--- src/rtl/dmem_arbiter.sv ---
//------------------------------------------------------------------------------
// Module   : dmem_arbiter
// Purpose  : Round-robin store/load arbiter and sequencer for the data-memory port.
// Revision : 1.0
//------------------------------------------------------------------------------
`default_nettype none

module dmem_arbiter #(
    parameter int TIMEOUT = 255
) (
    input  logic        i_clk,
    input  logic        i_rst,
    input  logic        st_req,
    input  logic [31:0] st_addr,
    input  logic [31:0] st_wdata,
    input  logic [3:0]  st_be,
    output logic        st_done,
    input  logic        ld_req,
    input  logic [31:0] ld_addr,
    input  logic [3:0]  ld_be,
    output logic        ld_done,
    output logic [31:0] ld_rdata,
    output logic        mem_req,
    output logic        mem_rw_mode,
    output logic [31:0] mem_addr,
    output logic [31:0] mem_write_data,
    output logic [3:0]  mem_byte_en,
    input  logic        mem_ack,
    input  logic [31:0] mem_rdata,
    output logic        stall_pc,
    output logic        busy,
    output logic        err_timeout
);

    localparam int   CW     = (TIMEOUT > 0) ? $clog2(TIMEOUT + 1) : 1;
    localparam logic OWN_ST = 1'b0;
    localparam logic OWN_LD = 1'b1;

    typedef enum logic [1:0] {
        IDLE = 2'd0,
        BUSY = 2'd1,
        DONE = 2'd2
    } state_t;

    state_t r_state;
    state_t w_state_nx;
    logic   r_owner;
    logic   r_last_grant;
    logic   r_abort;
    logic   w_grant;
    logic   w_grant_ld;
    logic   w_ack_hit;
    logic   w_tmo_hit;
    logic   w_tmo_expired;

    always_comb begin
        w_state_nx = r_state;
        w_grant    = 1'b0;
        w_grant_ld = 1'b0;
        w_ack_hit  = 1'b0;
        w_tmo_hit  = 1'b0;
        case (r_state)
            IDLE: begin
                if (st_req || ld_req) begin
                    w_grant    = 1'b1;
                    // On a tie the load wins only if the store had the last grant.
                    w_grant_ld = ld_req && (!st_req || (r_last_grant == OWN_ST));
                    w_state_nx = BUSY;
                end
            end
            BUSY: begin
                if (mem_ack) begin
                    w_ack_hit  = 1'b1;
                    w_state_nx = DONE;
                end else if (w_tmo_expired) begin
                    w_tmo_hit  = 1'b1;
                    w_state_nx = DONE;
                end
            end
            DONE:    w_state_nx = IDLE;
            default: w_state_nx = IDLE;
        endcase
    end

    generate
        if (TIMEOUT > 0) begin : g_tmo_on
            logic [CW-1:0] r_cnt;
            // Saturates at TIMEOUT-1, where the abort fires, so it never wraps.
            always_ff @(posedge i_clk or negedge i_rst) begin
                if (!i_rst) begin
                    r_cnt <= '0;
                end else if (w_grant) begin
                    r_cnt <= '0;
                end else if ((r_state == BUSY) && !mem_ack && !w_tmo_expired) begin
                    r_cnt <= r_cnt + 1'b1;
                end
            end
            assign w_tmo_expired = (r_cnt == CW'(TIMEOUT - 1));
        end else begin : g_tmo_off
            assign w_tmo_expired = 1'b0;
        end
    endgenerate

    always_ff @(posedge i_clk or negedge i_rst) begin
        if (!i_rst) begin
            r_state        <= IDLE;
            r_owner        <= OWN_ST;
            r_last_grant   <= OWN_LD;
            r_abort        <= 1'b0;
            mem_req        <= 1'b0;
            mem_rw_mode    <= 1'b1;
            mem_addr       <= '0;
            mem_write_data <= '0;
            mem_byte_en    <= '0;
            ld_rdata       <= '0;
        end else begin
            r_state <= w_state_nx;
            if (w_grant) begin
                mem_req      <= 1'b1;
                r_owner      <= w_grant_ld;
                r_last_grant <= w_grant_ld;
                r_abort      <= 1'b0;
                if (w_grant_ld) begin
                    mem_rw_mode    <= 1'b1;
                    mem_addr       <= ld_addr;
                    mem_write_data <= '0;
                    mem_byte_en    <= ld_be;
                end else begin
                    mem_rw_mode    <= 1'b0;
                    mem_addr       <= st_addr;
                    mem_write_data <= st_wdata;
                    mem_byte_en    <= st_be;
                end
            end else if (w_ack_hit || w_tmo_hit) begin
                mem_req        <= 1'b0;
                mem_rw_mode    <= 1'b1;
                mem_addr       <= '0;
                mem_write_data <= '0;
                mem_byte_en    <= '0;
                r_abort        <= w_tmo_hit;
                if (r_owner == OWN_LD) begin
                    ld_rdata <= w_ack_hit ? mem_rdata : '0;
                end
            end
        end
    end

    assign busy        = (r_state != IDLE);
    assign stall_pc    = st_req || ld_req || (r_state != IDLE);
    assign st_done     = (r_state == DONE) && (r_owner == OWN_ST);
    assign ld_done     = (r_state == DONE) && (r_owner == OWN_LD);
    assign err_timeout = (r_state == DONE) && r_abort;

endmodule

`default_nettype wire

--- config.mk ---
export PLATFORM = sky130hd
export DESIGN_NAME = dmem_arbiter
export DESIGN_NICKNAME = d
export VERILOG_FILES = /design/src/rtl/dmem_arbiter.sv
export SDC_FILE = /design/constraint.sdc
export NUM_CORES = 1
export LEC_CHECK = 0
export BUFFER_PORTS_ARGS = -buffer_cell sky130_fd_sc_hd__buf_2
export CAP_MARGIN = 20
export CORE_UTILIZATION = 40
export CTS_CLUSTER_SIZE = 8
export DETAILED_ROUTE_END_ITERATION = 6
export PLACE_DENSITY = 0.83
export SYNTH_ARGS = -nofsm -noshare
export SYNTH_HDL_FRONTEND = slang
export SYNTH_SLANG_ARGS = --single-unit
--- constraint.sdc ---
create_clock -name i_clk -period 2 [get_ports i_clk]
set_input_delay 0 -clock i_clk [delete_from_list [all_inputs] [get_ports i_clk]]
set_output_delay 0 -clock i_clk [all_outputs]
set_load 0.02 [all_outputs]
# Word level (Yosys, flattened, before mapping)
# Cells that the tools add are included.
[totals] latch_bits=0 wordCells=70 inputBits=141 mem_bits_rw=0 rom_bits=0 register_bits=115 n_memories=0 out_inout_bits=107
[op_classes] addsub=1 n_div=0 bitwise_logic=3 shift=0 n_mux=31 eq_ne=5 reduce_logical=19 multipliers=0 n_lt_le_gt_ge=0
[ops] op="$mux 32" n=6
[ops] op="$mux 1" n=16
[ops] op="$mux 8" n=2
[ops] op="$mux 4" n=3
[ops] op="$add 8x1->8 const B" n=1
[ops] op="$eq 8x8->1 const B" n=1
[ops] op="$logic_and 1x1->1" n=6
[ops] op="$mux 2" n=3
[ops] op="$reduce_bool 2->1" n=3
[ops] op="$logic_or 1x1->1" n=4
[ops] op="$pmux 2 s2" n=1
[ops] op="$logic_not 1->1" n=3
[ops] op="$ne 3x3->1 const B" n=1
[ops] op="$not 1->1" n=3
[ops] op="$reduce_and 3->1" n=1
[ops] op="$eq 2x1->1 const B" n=1
[ops] op="$eq 2x2->1 const B" n=1
[ops] op="$logic_not 2->1" n=1
[ops] op="$ne 2x2->1 const B" n=1
[ops] op="$reduce_and 2->1" n=1

# Logic depth before layout (Yosys ltp)
[logic_depth] depth_word=7 mapped_depth=8 ltp_nobuf=6

# Worst setup path after synthesis
# OpenSTA, ideal clock, no wires.
[synth_path] kind="flip-flop to flip-flop" start="register g_tmo_on.r_cnt[0]" end="register g_tmo_on.r_cnt[5]" period_less_slack_ns=1.939 stages_incl_launch_ff=7 setup_ns=0.078 arrival_ns=1.861 t_required_ns=1.922 path_buffers=0 slack_ns=0.061 path_cell_list="dfrtp_1 inv_1 ha_1 and3_4 a2111o_1 or4_1 a21oi_1"
[synth_between] elab_chain_cells=4 word_cells_on_any_way=7 cone_classes="1 x add/sub; 1 x eq/ne; 2 x mux; 3 x reduce/logical"
[synth_rtl] item="start, declared" line_no="87" text="logic [CW-1:0] r_cnt;"
[synth_rtl] item="start signal, assigned" line_no="95" text="r_cnt <= r_cnt + 1'b1;"
[synth_rtl] item="parallel branches: the longest is 4 deep, another holds $add 8x1->8"
# Parallel ways; which one is timed is not known. The select of a mux whose other input is x is not followed.
# A chain may end at the register's enable or synchronous reset.

# Worst setup path in the final report
[layout_path] start="register g_tmo_on.r_cnt[1]" end="register g_tmo_on.r_cnt[5]"
# The elaborated chain is that of the path after synthesis.

==> impl_metrics.yaml <==
clocking:
  clk_path_buf_depth: 2
  insertion_delay_ns: 0.41
  cts_tree: "done"
  clkSlewWorstSetupHoldPaths_ns: 0.05
  htree_levels: 4
  cts_buffers: 17
  cts_root_buf: "clkbuf_16"
  cts_sinks: 115
setup_path:
  max_stage_delay_ns: 0.51
  crit_arrival_ns: 2.33
  crit_path_end_kind: "register"
  startpoint_type: "register"
  r2r-end: "g_tmo_on.r_cnt[5]"
  cp_slowest_cell: "a2111o_1"
  crit_chain: "ha_1 > and3_4 > a2111o_1 > or4_1 > a21oi_1"
  required_ns: 2.32
  critPathMaxFanout: 6
  path_buf_inv: 0
  r2r_cells: 5
  r2r_slack_ns: -0.01
  crit_family: "simple AND/OR/NAND/NOR gates"
  worst_r2r_startpoint: "g_tmo_on.r_cnt[1]"
  worstSetupPathType: "reg2reg"
final_layout:
  syn_to_final_growth_pct: 78.2
  multi_input_area_mm2: 0.00157
  drive_gt1_frac: 0.394
  final_cell_mix: "buf_2 (246), dlygate4sd3_1 (140), dfrtp_1 (113)"
  final-seq-area_mm2: 0.00288
  design_area_mm2: 0.00812
  nets: 921
  final_common_cell: "buf_2"
  antennaDiodeCount: 0
  num-fill-cells: 643
routing:
  first_pass_iters: 5
  drt_iter0_drc: 430
  ant_nets: 0
  route.detailed.drc: 0
  routed_wirelength_um: 17200
  vias: 5077
  routed_via_density: 5.46
  wl_per_cell_um: 18.4
pwr:
  clock_power_share: 0.271
  pwr-share-comb: 0.404
  ir_drop_v: 0.000947
  totalPowerFinal_mw: 12.0
  leakagePower_nw: 4.14
  switching_share: 0.383
  pwr-share-seq: 0.326
  internal_power_mw: 7.40
  power_density_mw_per_mm2: 1480
  p_sw_mw: 4.59
floorplan:
  dieArea_mm2: 0.0118
  coreArea_mm2: 0.0110
  die_y_um: 109
  die_w_um: 109
  initial_core_util: 0.415
  num_rows: 38
  pin_count: 248
placed_design:
  gp_congestion: 0.812
  io_buffers: 247
  place_ws_ns: -0.0269
  hpwlAfterDp_um: 8630
  place_area_mm2: 0.00602
timing:
  finalWorstSetupSlack_ns: -0.0140
  slew_violations: 0
  rsz0062_at_grt: "yes"
  max_slew_margin: 0.593
  skew_ns: 0.00964
  tightest_slew_ns: 0.611
  finalHoldViolCount: 2
  finalSetupViolCount: 2
  whs_ns: -0.00624
  fin_crit_ns: 2.01
  tns_ns: -0.0273
  timing.final.crit_share: 1.01
  clock.fmax_mhz: 497
global_routing:
  grt_pass1_wl_um: 25600
  grt_overflow_total: 0
  antenna_found_initial: 0
  grtUsageTotal: 0.290
  grt_max_degree: 70
  grt_pass1_vias: 5175
synth:
  ys_ff_latch: 115
  synthCells: 384
  yosysWarnings: 0
  syn_nets: 527
  netlist_area_mm2: 0.00456
  synthDistinctLibCells: 34
  synth.avg_cell_area_um2: 11.9
  ys_seq_area_frac: 0.632
worst_hold_path:
  hold-path-endpoint: "g_tmo_on.r_cnt[1]"
  hp-class: "in2reg"
  hold_path_depth: 4
  min_from: "st_req"
run_status:
  violations: "hold timing, setup timing"
  status: "finished with violations"
run:
  cap_viol_max_count: 0
[metal layers]
metal	vias to the layer above	share of wire	GRT usage
li1	2223	-	-
met5	-	0	0
met3	81	0.087	0.0897
met2	370	0.51	0.481
met1	2403	0.36	0.318
met4	0	0.050	0.196
[through the flow]
| step | utilization | std cells | hold WS (ns) |
|---|---|---|---|
| after floorplan | - | 384 | -0.296 |
| after global placement | 0.548 | 755 | -0.168 |
| after detailed placement | 0.548 | 755 | -0.164 |
| after CTS | 0.733 | 925 | 0.150 |
| after global routing | 0.739 | 930 | 0.00752 |
| final | 0.739 | 930 | -0.00624 |
[worst reg2reg max path: stages (launching register included)]
cell,delay [ns]
dfrtp_1,0.40
ha_1,0.19
and3_4,0.17
a2111o_1,0.51
or4_1,0.50
a21oi_1,0.16
[area by class of cell]
type | instances | area share
Timing Repair Buffer | 405 | 0.350
Inverter | 5 | 0.00231
Clock inverter | 9 | 0.0186
Tap cell | 140 | 0.0216
Multi-Input combinational cell | 234 | 0.193
Clock buffer | 22 | 0.0596
Sequential cell | 115 | 0.355
[Yosys cell counts]
library cell,n,area [µm²]
and4_4,1,11.3
nor2_1,3,11.3
and3_4,1,11.3
a31oi_1,1,6.26
or3_2,3,22.5
dfrtp_1,113,2830
or4_1,2,15.0
o211ai_1,1,7.51
a22o_1,64,561
buf_2,9,45.0
inv_1,5,18.8
o21ai_1,1,5.00
nor3_1,1,5.00
nand4_1,2,12.5
a22oi_1,36,270
nand2b_1,2,12.5
a21o_1,2,15.0
ha_1,2,25.0
a2111o_1,1,11.3
o31ai_1,2,15.0
o21ai_0,42,210
mux2i_1,1,10.0
a211oi_1,1,7.51
nand2_1,46,173
a21o_2,1,8.76
nand3_1,1,5.00
a21oi_1,9,45.0
and3_1,3,18.8
dfstp_2,2,52.6
buf_1,1,3.75
nor3b_1,2,15.0
clkbuf_1,20,75.1
and3b_1,2,17.5
nor2b_1,1,6.26
[state kept, by name (all words and copies together), names as in the netlist]
register,flops
ld_rdata,32
mem_addr,32
mem_write_data,32
g_tmo_on.r_cnt,8
mem_byte_en,4
r_state,2
mem_req,1
mem_rw_mode,1
r_abort,1
r_last_grant,1
r_owner,1
[logic make-up after synthesis]
logic type | Yosys count | share of synthesized area
mux | 1 | 0.00220
buf+inv | 35 | 0.0313
simple gates | 70 | 0.0739
fa+ha+maj | 2 | 0.00549
compound gates | 161 | 0.255
flops | 115 | 0.632
[power by group through the flow]
stage          Sequential [mW]  Combinational [mW]  Clock [mW]
2_1_floorplan             4.95                1.58           0
3_3_place_gp              3.84                4.28           0
3_5_place_dp              3.85                4.43           0
4_1_cts                   3.85                4.64        3.29
5_1_grt                   4.00                5.18        3.39
6_report                  3.90                4.84        3.24
[worst max path at each step]
stage                            startpoint                end  slack (ns)  cells past startpoint
final                     g_tmo_on.r_cnt[1]  g_tmo_on.r_cnt[5]       -0.01                      5
after floorplan           g_tmo_on.r_cnt[0]  g_tmo_on.r_cnt[5]        0.06                      6
after detailed placement  g_tmo_on.r_cnt[1]  g_tmo_on.r_cnt[5]       -0.03                      5
after global placement    g_tmo_on.r_cnt[1]  g_tmo_on.r_cnt[7]        0.06                      5
after global routing      g_tmo_on.r_cnt[1]  g_tmo_on.r_cnt[7]       -0.04                      7
after CTS                 g_tmo_on.r_cnt[1]  g_tmo_on.r_cnt[5]        0.01                      5
[timing repair]
action | CTS | global route
gates resized for setup | 0 | 6
hold buffers | 139 | 1
setup endpoints to repair | 2 | 5
hold endpoints to repair | 217 | 1
pin swaps | 1 | 3
buffers inserted | 0 | 3
(Power assumes the default switching activity.)
